$ cat config.mk
export PLATFORM = sky130hd
export DESIGN_NAME = mem_arbiter
export DESIGN_NICKNAME = d
export VERILOG_FILES = /design/src/rtl/mem_arbiter_pkg.sv /design/src/rtl/mem_arbiter.sv
export SDC_FILE = /design/constraint.sdc
export NUM_CORES = 1
export LEC_CHECK = 0
export CAP_MARGIN = 30
export CORE_ASPECT_RATIO = 0.75
export CORE_MARGIN = 8
export CORE_UTILIZATION = 37
export CTS_CLUSTER_SIZE = 24
export DETAILED_ROUTE_END_ITERATION = 8
export PLACE_DENSITY_LB_ADDON = 0.15
export SYNTH_ARGS = -nofsm -noshare
export SYNTH_HDL_FRONTEND = slang
export SYNTH_SLANG_ARGS = --single-unit
export TNS_END_PERCENT = 10
$ cat constraint.sdc
create_clock -name clk -period 1.8 [get_ports clk]
set_input_delay 0.27 -clock clk [delete_from_list [all_inputs] [get_ports clk]]
set_output_delay 0.27 -clock clk [all_outputs]
set_load 0.005 [all_outputs]
$ cat src/rtl/mem_arbiter_pkg.sv
// Shared encodings for the instruction/data memory arbiter.
package mem_arbiter_pkg;

  typedef enum logic [1:0] {
    ARB_IDLE = 2'd0,
    ARB_REQ  = 2'd1,
    ARB_WAIT = 2'd2,
    ARB_DONE = 2'd3
  } arb_state_e;

  localparam logic ARB_OWNER_I = 1'b0;
  localparam logic ARB_OWNER_D = 1'b1;

endpackage

$ cat src/rtl/mem_arbiter.sv
// Arbitrates the core's fetch and data ports onto one single-port memory,
// one outstanding transaction at a time, data first with a fetch starvation guard.
module mem_arbiter
  import mem_arbiter_pkg::*;
#(
  parameter int ADDR_WIDTH   = 32,
  parameter int DATA_WIDTH   = 32,
  parameter int MAX_D_STREAK = 4,
  parameter int TIMEOUT      = 255
) (
  input  logic                    clk,
  input  logic                    reset,
  input  logic [ADDR_WIDTH-1:0]   imem_addr,
  input  logic                    imem_read,
  output logic [DATA_WIDTH-1:0]   imem_data,
  output logic                    imem_ready,
  input  logic [ADDR_WIDTH-1:0]   dmem_addr,
  input  logic [DATA_WIDTH-1:0]   dmem_data_out,
  input  logic                    dmem_read,
  input  logic                    dmem_write,
  input  logic [DATA_WIDTH/8-1:0] dmem_byte_enable,
  output logic [DATA_WIDTH-1:0]   dmem_data_in,
  output logic                    dmem_ready,
  output logic                    mem_req,
  output logic                    mem_we,
  output logic [ADDR_WIDTH-1:0]   mem_addr,
  output logic [DATA_WIDTH-1:0]   mem_wdata,
  output logic [DATA_WIDTH/8-1:0] mem_be,
  input  logic                    mem_ack,
  input  logic                    mem_rvalid,
  input  logic [DATA_WIDTH-1:0]   mem_rdata,
  output logic                    bus_error
);

  localparam int BE_W = DATA_WIDTH / 8;
  localparam int SW   = $clog2(MAX_D_STREAK + 1);
  localparam int TW   = (TIMEOUT > 2) ? $clog2(TIMEOUT) : 1;

  function automatic logic [SW-1:0] sat_inc(input logic [SW-1:0] v);
    return (v >= SW'(MAX_D_STREAK)) ? v : v + SW'(1);
  endfunction

  arb_state_e            state_q, state_d;
  logic                  owner_q, owner_d;
  logic [SW-1:0]         streak_q, streak_d;
  logic [TW-1:0]         tcnt_q, tcnt_d;
  logic                  mem_req_q, mem_req_d;
  logic                  mem_we_q, mem_we_d;
  logic [ADDR_WIDTH-1:0] mem_addr_q, mem_addr_d;
  logic [DATA_WIDTH-1:0] mem_wdata_q, mem_wdata_d;
  logic [BE_W-1:0]       mem_be_q, mem_be_d;
  logic                  imem_ready_q, imem_ready_d;
  logic                  dmem_ready_q, dmem_ready_d;
  logic                  bus_error_q, bus_error_d;
  logic [DATA_WIDTH-1:0] imem_data_q, imem_data_d;
  logic [DATA_WIDTH-1:0] dmem_data_in_q, dmem_data_in_d;

  logic                  d_pend, i_pend, d_wins, expired;
  logic                  finish, load;
  logic [DATA_WIDTH-1:0] load_val;

  assign d_pend  = dmem_read | dmem_write;
  assign i_pend  = imem_read;
  assign d_wins  = d_pend && (!i_pend || (streak_q < SW'(MAX_D_STREAK)));
  assign expired = (TIMEOUT != 0) && (tcnt_q == TW'(TIMEOUT - 1));

  always_comb begin
    state_d        = state_q;
    owner_d        = owner_q;
    streak_d       = streak_q;
    tcnt_d         = tcnt_q;
    mem_req_d      = mem_req_q;
    mem_we_d       = mem_we_q;
    mem_addr_d     = mem_addr_q;
    mem_wdata_d    = mem_wdata_q;
    mem_be_d       = mem_be_q;
    imem_ready_d   = 1'b0;
    dmem_ready_d   = 1'b0;
    bus_error_d    = 1'b0;
    imem_data_d    = imem_data_q;
    dmem_data_in_d = dmem_data_in_q;
    finish         = 1'b0;
    load           = 1'b0;
    load_val       = '0;

    case (state_q)
      ARB_IDLE: begin
        if (d_wins || i_pend) begin
          state_d     = ARB_REQ;
          mem_req_d   = 1'b1;
          tcnt_d      = '0;
          owner_d     = d_wins ? ARB_OWNER_D : ARB_OWNER_I;
          // A simultaneous read+write request is carried out as a write only.
          mem_we_d    = d_wins && dmem_write;
          mem_addr_d  = d_wins ? dmem_addr : imem_addr;
          mem_wdata_d = dmem_data_out;
          mem_be_d    = (d_wins && dmem_write) ? dmem_byte_enable : '1;
          streak_d    = (d_wins && i_pend) ? sat_inc(streak_q) : '0;
        end
      end
      ARB_REQ: begin
        tcnt_d = tcnt_q + TW'(1);
        if (mem_ack) begin
          if (mem_we_q) begin
            finish = 1'b1;
          end else if (mem_rvalid) begin
            finish   = 1'b1;
            load     = 1'b1;
            load_val = mem_rdata;
          end else begin
            state_d   = ARB_WAIT;
            mem_req_d = 1'b0;
          end
        end else if (expired) begin
          finish      = 1'b1;
          load        = 1'b1;
          bus_error_d = 1'b1;
        end
      end
      ARB_WAIT: begin
        tcnt_d = tcnt_q + TW'(1);
        if (mem_rvalid) begin
          finish   = 1'b1;
          load     = 1'b1;
          load_val = mem_rdata;
        end else if (expired) begin
          finish      = 1'b1;
          load        = 1'b1;
          bus_error_d = 1'b1;
        end
      end
      ARB_DONE: state_d = ARB_IDLE;
      default:  state_d = ARB_IDLE;
    endcase

    // Completion (normal or aborted) always returns the ready pulse to the owner.
    if (finish) begin
      state_d   = ARB_DONE;
      mem_req_d = 1'b0;
      if (owner_q == ARB_OWNER_D) begin
        dmem_ready_d = 1'b1;
        if (load) dmem_data_in_d = load_val;
      end else begin
        imem_ready_d = 1'b1;
        if (load) imem_data_d = load_val;
      end
    end
  end

  always_ff @(posedge clk) begin
    if (reset) begin
      state_q        <= ARB_IDLE;
      owner_q        <= ARB_OWNER_I;
      streak_q       <= '0;
      tcnt_q         <= '0;
      mem_req_q      <= 1'b0;
      mem_we_q       <= 1'b0;
      mem_addr_q     <= '0;
      mem_wdata_q    <= '0;
      mem_be_q       <= '0;
      imem_ready_q   <= 1'b0;
      dmem_ready_q   <= 1'b0;
      bus_error_q    <= 1'b0;
      imem_data_q    <= '0;
      dmem_data_in_q <= '0;
    end else begin
      state_q        <= state_d;
      owner_q        <= owner_d;
      streak_q       <= streak_d;
      tcnt_q         <= tcnt_d;
      mem_req_q      <= mem_req_d;
      mem_we_q       <= mem_we_d;
      mem_addr_q     <= mem_addr_d;
      mem_wdata_q    <= mem_wdata_d;
      mem_be_q       <= mem_be_d;
      imem_ready_q   <= imem_ready_d;
      dmem_ready_q   <= dmem_ready_d;
      bus_error_q    <= bus_error_d;
      imem_data_q    <= imem_data_d;
      dmem_data_in_q <= dmem_data_in_d;
    end
  end

  assign mem_req      = mem_req_q;
  assign mem_we       = mem_we_q;
  assign mem_addr     = mem_addr_q;
  assign mem_wdata    = mem_wdata_q;
  assign mem_be       = mem_be_q;
  assign imem_ready   = imem_ready_q;
  assign dmem_ready   = dmem_ready_q;
  assign bus_error    = bus_error_q;
  assign imem_data    = imem_data_q;
  assign dmem_data_in = dmem_data_in_q;

endmodule

==> results of run 1 <==
-- state kept, by name, indices dropped and copies added (netlist names) --
signal        count
bus_error         1
dmem_data_in     32
dmem_ready        1
imem_data        32
imem_ready        1
mem_addr         32
mem_be            4
mem_req           1
mem_wdata        32
mem_we            1
owner_q           1
state_q           2
streak_q          3
tcnt_q            8
-- power groups by stage --
stage               Clock [mW]  Combinational (mW)  Sequential, mW
global placement             0                3.70            4.17
global route              4.24                4.40            4.22
detailed placement           0                3.80            4.20
floorplan                    0                1.60            4.22
CTS                       4.08                3.89            4.14
finish                    3.99                4.03            4.15
-- cell families after synthesis --
logic type | Yosys count | share of synthesized area
flops | 151 | 0.527
mux | 32 | 0.0559
fa+ha+maj | 7 | 0.0153
simple gates | 162 | 0.139
xor+xnor | 5 | 0.00764
buf+inv | 52 | 0.0474
compound gates | 159 | 0.207
-- layout make-up --
class / instances / area share
Timing Repair Buffer: 324 / 0.338
Sequential cell: 151 / 0.306
Multi-Input combinational cell: 365 / 0.258
Clock buffer: 19 / 0.0458
Tap cell: 205 / 0.0259
Clock inverter: 13 / 0.0218
Inverter: 9 / 0.00367
-- layer usage --
layer,vias up,GRT usage,wire [µm]
li1,2636,-,-
met1,2550,0.200,7570
met2,181,0.331,9680
met3,14,0.0938,1820
met4,0,0.0423,211
met5,-,0,0
-- worst max path at each step --
stage	start	endpoint	slack (ns)	cells after the start
after detailed placement	state_q[0]	bus_error	-0.20	5
after global placement	dmem_read	mem_addr[22]	-0.1	6
final	state_q[1]	dmem_data_in[31]	-0.07	9
after floorplan	state_q[0]	dmem_data_in[10]	0.003	8
after global routing	state_q[1]	dmem_data_in[31]	-0.10	8
after CTS	state_q[1]	dmem_data_in[0]	-0.1	8
-- critical path, delay by kind of cell (launching register included) --
kind,cells,cell delay (ns)
buf+inv,4,0.48
simple gates,3,0.39
flops,1,0.36
fa+ha+maj,1,0.31
compound gates,1,0.23
-- per-stage QoR --
step           hold slack [ns]  instance area (µm²)
2_1_floorplan            0.395                 5730
3_3_place_gp             0.442                 8970
3_5_place_dp             0.450                 8970
4_1_cts                  0.356                 9710
5_1_grt                  0.369                 9880
6_report                 0.371                 9880
-- what timing repair did --
action / 4_1_cts / 5_1_grt
endpoints found under the setup margin: 71 / 72
gates resized for setup: 10 / 19
pin swaps: 2 / 39
gates cloned: 1 / 3
hold buffers: 0 / 0
buffers inserted: 1 / 5
-- placed cells by master (no fill, tap or decap), types with 2 or more instances in the layout --
master             n
clkdlybuf4s50_1  274
dfxtp_1          149
nand2_1           73
a22o_1            62
nor2_1            50
a21oi_1           40
mux2i_1           32
a211oi_1          32
buf_4             28
clkbuf_16         20
buf_12            12
nor3_1             9
inv_1              6
xnor2_1            5
bufinv_16          5
buf_6              5
nand3_1            4
o21ai_0            4
ha_1               4
inv_6              4
nand2b_1           3
nand3b_1           3
nor4_4             3
ha_4               3
inv_2              2
a211oi_2           2
nor3_4             2
nand4_1            2
nand2_4            2
o21bai_1           2
nor4_1             2
a31oi_1            2
clkbuf_8           2
clkinv_4           2
==> results by group, run 1 <==
Outcome
  – Status: finished, violations left
  – Failing checks: setup timing

Synthesis
  – Gate Count Post-Synth: 568
  – Sequential fraction of the synthesis area: 0.527
  – Post-Syn Nets: between 700 and 800
  – Yosys warns: 0
  – Ys async rst share: 0
  – Post-synth top flop: dfxtp_1
  – Syn Std Cell Area: approximately 5700 µm²
  – Yosys cell types: 46
  – Most frequent cell after synthesis: dfxtp_1
  – Synth area leader: dfxtp_1
  – Post-synthesis register bit count: 151
  – Synth top cells by count: 151 x dfxtp_1, 75 x nand2_1, 62 x a22o_1
  – Yosys top cell area share: 0.527
  – Ranking of synthesized cells by area: dfxtp_1 53%, a22o_1 9.5%, mux2i_1 5.6%
  – Syn_area_per_cell: 10.1 µm²
  – EDFF count, synth: 0

Pwr
  – P_sw: about 3.6 mW
  – Clock power frac: 0.328
  – Worst VDD drop: 1.03 mV
  – Tot Pwr: 12.2 mW
  – Sequential share of power: 0.341
  – Power Density: 1230 nW/µm²
  – Comb pwr share: 0.331
  – Leak pwr: just under 4 nW
  – Switching portion of total power: 0.293
  – Internal power: ~8.6 mW

Drt
  – Via density: around 5.0
  – Overall via count from detail_route: 5381
  – Iter 0 DRT Violations: approximately 260
  – Drt pass-1 iters: 4
  – DRC errors left: 0
  – Post-DR wirelength/cell: 17.8 µm
  – Final wirelength: 19300 µm
  – ANT nets after route: 0

Layout
  – Post-Layout Cell Count: 1086
  – Area occupied by multi-input gates: between 2000 and 3000 µm²
  – Layout net count: 1014
  – Syn-to-layout area delta: 72.5%
  – Share of post-route cells with drive strength above 1: 0.125
  – Number of diodes: 0
  – FF+latch area: 3030 µm²
  – Filler Cell Count: ~1.2k
  – Final Core Density: 0.651

Floorplanning
  – Die Y: 124 µm
  – Die area: a little under 20000 µm²
  – Site Rows: 39
  – Initial Utilization: 0.378
  – Num ports: 276
  – Die X: 160 µm
  – Core area: 15200 µm²

Setup path
  – Worst path cell trace: inv_4, ha_4, buf_6, nand2_4, nor4_4, nor4_4, buf_4, clkbuf_16, a22o_4
  – Crit path largest cell delay: 0.36 ns
  – Crit path DAT: 2.18 ns
  – Reg-to-reg setup timing slack: -0.07 ns
  – Top cell by count, worst path: nor4_4
  – Crit Path Max Fanout: 6
  – CP Class: reg2reg
  – Reg2Reg Depth: 9
  – FF-to-FF Start: state_q[1]
  – Crit Reg-Reg Endpoint: dmem_data_in[31]
  – CP Launch Type: flop
  – Critical Path End Type: flop
  – Required @ worst endpoint: 2.11 ns
  – Critical-path top delay cell: dfxtp_2

Place
  – Placement Setup Slack: -0.197 ns
  – Hpwl dp: 14200 µm
  – Port bufs: 275
  – Cells after DPL: 1045
  – Final GP Congestion: roughly 0.83

Timing
  – RSZ-0062 raised after global routing: true
  – Worst-margin pin slew: 0.693 ns
  – Max Slew Vio Count: 0
  – Total negative slack for setup checks: -1.42 ns
  – Post-route setup slack: -0.0713 ns
  – Final Setup Violations: 49
  – FMAX: 534 MHz
  – Final hold violations: 0
  – Tmin final: 1.87 ns
  – Headroom to the max-slew limit: 0.538
  – Final period util: 1.04
  – Clk_skew: 0.00806 ns

Clock network
  – Worst-skew pair later-pin latency: approximately 0.42 ns
  – CTS Buf Count: 17
  – Num Clock Sinks: between 150 and 200
  – Max Root-Sink Buffers: 2
  – TritonCTS clock tree: built
  – CTS clk-pin slew, worst paths: ~0.06 ns
  – H-tree levels: 4
  – CTS root buffer: clkbuf_16

Min path
  – HP Class: in2reg
  – Worst Hold Endpoint: mem_wdata[1]
  – Hold Crit Start: reset
  – Hold Crit Depth: 3

Global route
  – Antenna violations before repair: 0
  – Largest net degree at the start of global routing: 65
  – First-pass GRT wire length: 30000 µm
  – Vias in the first global route: 5716
  – GR Util All Layers: 0.187
  – Overflow after GRT: 0

Flow run
  – Max-cap violations: 0
No activity file was read; power rests on OpenSTA's default activity.
==> run 2: changes to the inputs <==
--- a/config.mk
+++ b/config.mk
@@ -8,7 +8,7 @@
 export CAP_MARGIN = 30
 export CORE_ASPECT_RATIO = 0.75
 export CORE_MARGIN = 8
-export CORE_UTILIZATION = 37
+export CORE_UTILIZATION = 44
 export CTS_CLUSTER_SIZE = 24
 export DETAILED_ROUTE_END_ITERATION = 8
 export PLACE_DENSITY_LB_ADDON = 0.15
==> constraint.sdc (replaced) <==
create_clock -name clk -period 2.3 [get_ports clk]
set_input_delay 0.345 -clock clk [delete_from_list [all_inputs] [get_ports clk]]
set_output_delay 0.345 -clock clk [all_outputs]
set_load 0.005 [all_outputs]
==> results by group, run 2 (same netlist as run 1, synthesis figures left out) <==
Outcome
  – Status: complete, no violations

Setup path
  – Crit Path Max Fanout: 42 (+36)
  – Worst setup path endpoint: mem_addr[7]
  – CP Class: reg2reg
  – FF-to-FF Start: state_q[0]
  – Worst path cell trace: inv_1, ha_1, o31a_2, buf_4, nor2_1, a211oi_1
  – Crit path DAT: 2.29 ns (+0.11 ns)
  – Crit path largest cell delay: 0.43 ns (+0.07 ns)
  – CP Launch Type: flop
  – Required @ worst endpoint: 2.61 ns (+0.50 ns)
  – Reg-to-reg setup timing slack: 0.32 ns (+0.39 ns)
  – Crit Reg-Reg Endpoint: mem_addr[7]
  – CP Launch Point: state_q[0]
  – Critical Path End Type: flop
  – Reg2Reg Depth: 6 (-3)
  – Critical-path top delay cell: ha_1

Layout
  – Share of post-route cells with drive strength above 1: 0.0722 (-0.0527)
  – Fin area: 9320 µm² (-5.7%)
  – Most frequent cells in the layout: 274 x clkdlybuf4s50_1, 151 x dfxtp_1, 75 x nand2_1
  – FF+latch area: 3020 µm² (-0.17%)
  – Post-Layout Cell Count: 1017 (-6.4%)
  – Syn-to-layout area delta: 62.6%
  – Area occupied by multi-input gates: 2470 µm² (-3.0%)
  – Final Core Density: 0.726 (+0.0747)
  – Most common cell after layout, fill and taps aside: clkdlybuf4s50_1
  – Layout net count: 978 (-3.6%)
  – Filler Cell Count: 961 (-18%)

Clock network
  – Worst-skew pair later-pin latency: 0.41 ns (about the same)
  – CTS root buffer: clkbuf_16
  – Num Clock Sinks: 151 (unchanged)
  – CTS clk-pin slew, worst paths: 0.06 ns (about the same)
  – TritonCTS clock tree: built
  – Hold-fix buffers, CTS: 0 (unchanged)
  – Max Root-Sink Buffers: 2 (unchanged)
  – CTS-repair resized insts: 0 (-10)
  – H-tree levels: 4 (unchanged)
  – CTS Buf Count: 17 (unchanged)
  – Post-CTS Setup Inserts: 0 (-1)

Timing
  – Final hold violations: 0 (unchanged)
  – Final period util: 0.859 (-0.180)
  – Max Slew Vio Count: 0 (unchanged)
  – Worst-margin pin slew: 0.801 ns (+0.107 ns)
  – Final Setup Violations: 0 (-100%)
  – Tmin final: 1.98 ns (+0.105 ns)
  – RSZ-0062 raised after global routing: false
  – Headroom to the max-slew limit: 0.466 (-0.0714)
  – Total negative slack for setup checks: 0 ns (+1.42 ns)
  – FMAX: 506 MHz (-5.3%)
  – Clk_skew: 0.00767 ns (-0.000390 ns)
  – Post-route setup slack: 0.323 ns (+0.395 ns)

Place
  – Cells after DPL: 984 (-5.8%)
  – DP Area: 8690 µm² (-3.2%)
  – Placement Setup Slack: 0.186 ns (+0.382 ns)
  – Port bufs: 275 (unchanged)
  – Final GP Congestion: 0.776 (-6.6%)
  – Hpwl dp: 13300 µm (-5.7%)

Global route
  – Largest net degree at the start of global routing: 75 (+15%)
  – Overflow after GRT: 0 (unchanged)
  – Vias in the first global route: 5534 (-3.2%)
  – GR Util All Layers: 0.214 (+0.0266)
  – First-pass GRT wire length: 29000 µm (-3.4%)
  – Antenna violations before repair: 1 (+1)

Drt
  – Wire length on met2: 9100 µm (-6.0%)
  – ANT nets after route: 0 (unchanged)
  – Highest metal used: met4
  – DRC errors left: 0 (unchanged)
  – Drt pass-1 iters: 5 (+1)
  – Final wirelength: 18500 µm (-4.2%)
  – Iter 0 DRT Violations: 234 (-8.9%)
  – Overall via count from detail_route: 5263 (-2.2%)
  – Post-DR wirelength/cell: 18.2 µm (+2.3%)
  – Via density: 5.18 (+4.4%)
  – Met3 WL: 1750 µm (-3.5%)
  – Wl on met1: 7300 µm (-3.6%)

Pwr
  – Power Density: 949 nW/µm² (-23%)
  – Worst VDD drop: 0.585 mV (-43%)
  – Leak pwr: 3.68 nW (-7.3%)

Min path
  – HP Class: in2reg

Floorplanning
  – Initial Utilization: 0.446 (+0.0688)
  – Die Y: 115 µm (-7.2%)
  – Die X: 148 µm (-7.5%)
  – Die area: 17000 µm² (-14%)
  – Core area: 12800 µm² (-15%)
  – Num ports: 276 (unchanged)
  – Site Rows: 36 (-7.7%)

Flow run
  – Max-cap violations: 0 (unchanged)
run 2: cell types whose count changed in the layout (fill, tap and decap cells not counted), moves of 3 or more:
cell,previous run,this run
ha_1,4,7
buf_4,28,5
buf_6,5,0
ha_4,3,0
inv_1,6,9
clkbuf_16,20,17
buf_12,12,8
run 2: final cells by class:
class / instances / share of cell area
diodes: 1 / 0.000268
well taps: 171 / 0.0230
flip-flops and latches: 151 / 0.324
inverters: 9 / 0.00362
clock inverters: 14 / 0.0212
repair buffers: 288 / 0.316
multi-input cells: 365 / 0.266
clock buffers: 18 / 0.0460
run 2: worst min-delay path by stage:
stage	from	cells past startpoint	endpoint	slack, ns
after floorplan	streak_q[1]	2	streak_q[1]	0.44
after global placement	mem_wdata[12]	2	mem_wdata[12]	0.44
after detailed placement	mem_wdata[30]	2	mem_wdata[30]	0.45
after CTS	reset	2	tcnt_q[1]	0.26
after global routing	reset	2	tcnt_q[1]	0.29
final	reset	2	tcnt_q[1]	0.28
run 2: worst max-delay path, delay by kind of cell, from the launching register on:
kind | cells | cell delay (ns)
and+or+nand+nor | 1 | 0.09
adders and majority gates | 1 | 0.43
buffers and inverters | 2 | 0.48
DFF | 1 | 0.33
AOI/OAI and AO/OA | 2 | 0.53
run 2: metal layers:
layer  up-vias  GRT usage
li1       2576          -
met1      2477      0.233
met2       190      0.364
met3        20     0.0971
met4         0     0.0759
met5         -          0
run 2: report_power, final:
group | internal (mW) | switching (mW)
Sequential | 3.02 | 0.226
Clock | 1.83 | 1.11
Combinational | 1.35 | 1.31
Total | 6.20 | 2.64
run 2: per-stage QoR:
step                total power [mW]  hold WS, ns
finish                          8.85        0.281
global route                    9.34        0.285
CTS                             8.93        0.258
detailed placement              5.97        0.447
global placement                5.87        0.442
floorplan                       4.55        0.436
